==> config.mk <==
export PLATFORM = sky130hd
export DESIGN_NAME = cnt_share_arb
export DESIGN_NICKNAME = d
export VERILOG_FILES = /design/src/rtl/cnt_share_arb.sv
export SDC_FILE = /design/constraint.sdc
export NUM_CORES = 1
export LEC_CHECK = 0
export ABC_CLOCK_PERIOD_IN_PS = 3500
export CAP_MARGIN = 0
export CORE_ASPECT_RATIO = 0.8
export CORE_MARGIN = 10
export CORE_UTILIZATION = 50
export CTS_CLUSTER_SIZE = 8
export DETAILED_ROUTE_END_ITERATION = 10
export PLACE_DENSITY = 0.92
export SYNTH_ARGS = -nofsm -noshare
export SYNTH_HDL_FRONTEND = slang
export SYNTH_SLANG_ARGS = --single-unit
export TNS_END_PERCENT = 20
==> constraint.sdc <==
create_clock -name clk -period 3.5 [get_ports clk]
set_input_delay 0.7 -clock clk [delete_from_list [all_inputs] [get_ports clk]]
set_output_delay 0.7 -clock clk [all_outputs]
set_load 0.005 [all_outputs]
==> src/rtl/cnt_share_arb.sv <==
// ---------------------------------------------------------------------------
// cnt_share_arb
//
// Round-robin scheduler that shares one W-bit interval counter among NREQ
// requesters. A granted requester i holds the counter for len[i]+1 cycles,
// after which it receives a one-cycle done pulse. The pointer then moves past
// the requester that was just served, so a requester that keeps its request
// up drops to lowest priority.
//
// Ports:
//   clk   - system clock, all logic on the rising edge
//   res   - synchronous active-high reset
//   req   - per-requester request level (held until done or abort)
//   len   - per-requester interval length, requester i in [i*W +: W],
//           sampled only when the grant is issued
//   gnt   - registered one-hot grant
//   done  - registered one-cycle completion pulse to the served requester
//   busy  - high while the scheduler is not in IDLE
//   y     - registered value of the shared counter
// ---------------------------------------------------------------------------
module cnt_share_arb #(
    parameter int NREQ = 4,
    parameter int W    = 8
) (
    input  logic                clk,
    input  logic                res,
    input  logic [NREQ-1:0]     req,
    input  logic [NREQ*W-1:0]   len,
    output logic [NREQ-1:0]     gnt,
    output logic [NREQ-1:0]     done,
    output logic                busy,
    output logic [W-1:0]        y
);

    localparam int PW = (NREQ > 1) ? $clog2(NREQ) : 1;

    typedef enum logic [1:0] {
        IDLE = 2'd0,
        RUN  = 2'd1,
        DONE = 2'd2
    } state_t;

    state_t            state_q, state_d;
    logic [PW-1:0]     ptr_q,   ptr_d;
    logic [PW-1:0]     sel_q,   sel_d;
    logic [W-1:0]      tgt_q,   tgt_d;
    logic [W-1:0]      y_q,     y_d;
    logic [NREQ-1:0]   gnt_q,   gnt_d;
    logic [NREQ-1:0]   done_q,  done_d;

    logic              arbHit;
    logic [PW-1:0]     arbSel;
    logic [W-1:0]      selLen;

    // Pointer advance with wrap at NREQ, which need not be a power of two.
    function automatic logic [PW-1:0] nextPtr(input logic [PW-1:0] s);
        if (s == PW'(NREQ - 1)) begin
            nextPtr = '0;
        end else begin
            nextPtr = s + 1'b1;
        end
    endfunction

    // Round-robin search starting at ptr_q. The loop runs from the farthest
    // offset down to offset 0 so the candidate nearest the pointer is the
    // last one written and therefore wins.
    always_comb begin
        arbHit = 1'b0;
        arbSel = '0;
        for (int k = NREQ - 1; k >= 0; k--) begin
            logic [PW-1:0] cand;
            cand = PW'((int'(ptr_q) + k) % NREQ);
            if (req[cand]) begin
                arbHit = 1'b1;
                arbSel = cand;
            end
        end
    end

    // Length of the winning requester, latched into tgt at grant time only.
    assign selLen = len[arbSel*W +: W];

    // Next-state logic. In RUN, an abort (granted request dropped) is checked
    // before completion so a requester that leaves on the last cycle gets no
    // done. Both exits move the pointer past the served requester.
    always_comb begin
        state_d = state_q;
        ptr_d   = ptr_q;
        sel_d   = sel_q;
        tgt_d   = tgt_q;
        y_d     = y_q;
        gnt_d   = gnt_q;
        done_d  = '0;
        unique case (state_q)
            IDLE: begin
                if (arbHit) begin
                    state_d        = RUN;
                    sel_d          = arbSel;
                    tgt_d          = selLen;
                    y_d            = '0;
                    gnt_d          = '0;
                    gnt_d[arbSel]  = 1'b1;
                end
            end
            RUN: begin
                if (!req[sel_q]) begin
                    state_d = IDLE;
                    gnt_d   = '0;
                    y_d     = '0;
                    ptr_d   = nextPtr(sel_q);
                end else if (y_q == tgt_q) begin
                    state_d       = DONE;
                    gnt_d         = '0;
                    done_d[sel_q] = 1'b1;
                    y_d           = '0;
                    ptr_d         = nextPtr(sel_q);
                end else begin
                    y_d = y_q + 1'b1;
                end
            end
            DONE: begin
                state_d = IDLE;
            end
            default: begin
                state_d = IDLE;
                gnt_d   = '0;
                y_d     = '0;
            end
        endcase
    end

    // State and registered outputs. Reset wins over any in-flight grant and
    // never produces a done for it.
    always_ff @(posedge clk) begin
        if (res) begin
            state_q <= IDLE;
            ptr_q   <= '0;
            sel_q   <= '0;
            tgt_q   <= '0;
            y_q     <= '0;
            gnt_q   <= '0;
            done_q  <= '0;
        end else begin
            state_q <= state_d;
            ptr_q   <= ptr_d;
            sel_q   <= sel_d;
            tgt_q   <= tgt_d;
            y_q     <= y_d;
            gnt_q   <= gnt_d;
            done_q  <= done_d;
        end
    end

    assign gnt  = gnt_q;
    assign done = done_q;
    assign y    = y_q;
    assign busy = (state_q != IDLE);

    // Structural invariants of the grant/done outputs.
    gntOneHot : assert property (@(posedge clk) disable iff (res) $onehot0(gnt_q));
    doneOneHot : assert property (@(posedge clk) disable iff (res) $onehot0(done_q));
    gntDoneExcl : assert property (@(posedge clk) disable iff (res) (gnt_q & done_q) == '0);

endmodule

==> flow_summary.toml <==
[status]
status = "completed"

[floorplanning]
dieArea_mm2 = 0.00630
die_x_um = 86.3
rows = 19
io_pins = 55
initial_core_util = 0.517
core-area_mm2 = 0.00340
die_h_um = 73.0

[sta]
setup_viol_count_final = 0
finalSetupTns_ns = 0
hold_slack_ns = 0.463
finalHoldViolCount = 0
tightest_slew_ns = 0.686
finalCritPeriodShare = 0.699
finClkSkew_ns = 0.00328
relSlewSlack = 0.541
slew_viol_final = 0
fmax_mhz = 409
period_minus_slack_ns = 2.45
rsz0062_at_grt = "false"

[synth]
syn-num-nets = 250
ys_seq_area_frac = 0.342
yosysMostFrequentCell = "dfxtp_1"
netlist_top_cells_count = "30 x dfxtp_1, 22 x nand2_1, 19 x nor2_1, 16 x o21ai_0, 11 x a21oi_1"
synth.avg_cell_area_um2 = 8.49
ys_seq_elements = 30
synth_area_mm2 = 0.00176
synth-async-reset-ratio = 0
ys.flop_type = "dfxtp_1"
netlist.area_leader.share = 0.342
synth_area_leaders = "dfxtp_1 34%, mux2i_1 5.7%, nand2_1 4.7%"
synth_area_leader_cell = "dfxtp_1"
synth_edf_count = 0
synthDistinctLibCells = 40
yosys_warnings = 0
netlist_instances = 207

[placement]
io_buffer_count = 54
dp_hpwl_um = 3520
place.gp.congestion = 0.839
postPlaceCellArea_mm2 = 0.00232

[power_and_ir_drop]
power.internal_mw = 0.655
sw_frac_of_total = 0.297
p_sw_mw = 0.277
pwr-share-clk = 0.304
total_power_mw = 0.933
irDropWorstVdd_mv = 0.196
power_density_mw_per_mm2 = 387
p_leak_nw = 0.929
p_comb_frac = 0.273
pwr-share-seq = 0.423

[finish]
final_area_mm2 = 0.00241
area_delta_synth_final_pct = 37.1
fillCellCount = 276
drive_gt1_frac = 0.0840
multi_input_area_mm2 = 0.00108
final_nets = 304
final_util = 0.709
seqCellArea_um2 = 601
diodes = 0

[critical_path]
r2r-end = "tgt_q[6]"
rrSetupSlack_ns = 1.64
setup.worst_path.class = "in -> reg"
cp-start-kind = "input port"
cp.arrival_ns = 2.61
reg2reg_depth = 5
worst_setup_path_end_kind = "flop"
critPathMaxFanout = 10
required_ns = 3.66
r2r-start = "ptr_q[1]"

[drt]
routed.top_layer = "met4"
via_per_inst = 5.61
wirelength_um = 4680
drt_iter0_markers = 82
dr_wl_met3_um = 492
antenna_left = 0
dr_total_vias = 1705
met1_length_um = 2030
first_pass_iters = 5
dr_wl_met2_um = 2040
drc = 0
wl_per_cell_um = 15.4

[clock_network]
clk_latency_ns = 0.28
cts_resized = 0
cts_sinks = 30
clkTransAtPathRegs_ns = 0.06
cts_tree = "done"
postCtsSetupBuffers = 0
h-tree-depth = 2
clockBufferDepth = 2
ctsRootBufferMaster = "clkbuf_8"
cts_buffers = 5
holdBufCountCts = 0

[job]
drv_cap = 0

[global_route]
antenna_found_initial = 0
overflow = 0
track_usage = 0.152
grt_pass1_wl_um = 7890
grt_start_max_net_pins = 18
first_global_vias = 1701

[hold_path]
hold_class = "reg -> reg"
worstHoldStart = "gnt[1]"
min_to = "gnt[1]"
hold_depth = 2
registers in the layout, summed over array words and instances (netlist names):
signal	cells
done	4
gnt	4
ptr_q	2
sel_q	2
state_q	2
tgt_q	8
y	8
worst max-delay path by stage:
stage,startpoint,to,slack (ns),cells past startpoint
detailed placement,req[0],tgt_q[4],0.80,6
global route,req[1],tgt_q[4],0.90,6
floorplan,req[3],y[1],1.61,6
global placement,req[0],tgt_q[3],0.89,6
CTS,req[0],tgt_q[6],1.08,6
finish,req[0],tgt_q[6],1.05,6
cells in the final DEF, fill, tap and decap left out, types with 5 or more instances in the layout:
cell / netlist / final
a221oi_1: 8 / 8
dfxtp_1: 30 / 30
nand2b_1: 9 / 9
ha_1: 5 / 5
mux2i_1: 10 / 10
nor2_1: 19 / 19
clkdlybuf4s50_1: 0 / 54
nand2_1: 22 / 22
a21oi_1: 11 / 11
o22ai_1: 9 / 9
nand3_1: 7 / 7
o21ai_0: 16 / 16
clkbuf_8: 0 / 6
inv_1: 5 / 5
xor2_1: 8 / 8
stage by stage:
| step | setup WS, ns | std cells |
|---|---|---|
| floorplan | 1.61 | 207 |
| CTS | 1.08 | 304 |
| global placement | 0.890 | 296 |
| detailed placement | 0.801 | 296 |
| global route | 0.900 | 304 |
| finish | 1.05 | 304 |
layer usage:
metal  global-route usage  up-vias
li1                     -      853
met2                0.239       74
met5                    0        -
met1                0.175      767
met3               0.0714       11
met4               0.0646        0
final cells by class:
type | instances | share of cell area
sequential | 30 | 0.249
inverter | 5 | 0.00779
tap | 42 | 0.0218
multi-input combinational | 162 | 0.450
timing repair buffer | 57 | 0.234
clock buffer | 7 | 0.0358
clock inverter | 1 | 0.00208
critical path, cell delays in order:
cell             delay, ns
clkdlybuf4s50_1       0.60
or2b_1                0.27
a21oi_1               0.16
or3_1                 0.47
mux2i_1               0.31
o22ai_1               0.11
cell families after synthesis:
group,after synthesis,share of synthesized area
compound gates,57,0.214
xor+xnor,8,0.0399
fa+ha+maj,5,0.0356
buf+inv,15,0.0420
flops,30,0.342
mux,13,0.0826
simple gates,79,0.244
power by group through the flow:
stage | logic [mW] | clock network (mW) | registers [mW]
2_1_floorplan | 0.174 | 0 | 0.393
3_3_place_gp | 0.246 | 0 | 0.400
3_5_place_dp | 0.252 | 0 | 0.401
4_1_cts | 0.255 | 0.287 | 0.394
5_1_grt | 0.280 | 0.302 | 0.398
6_report | 0.254 | 0.284 | 0.395
Note: power is estimated with default switching activity, not from simulation.
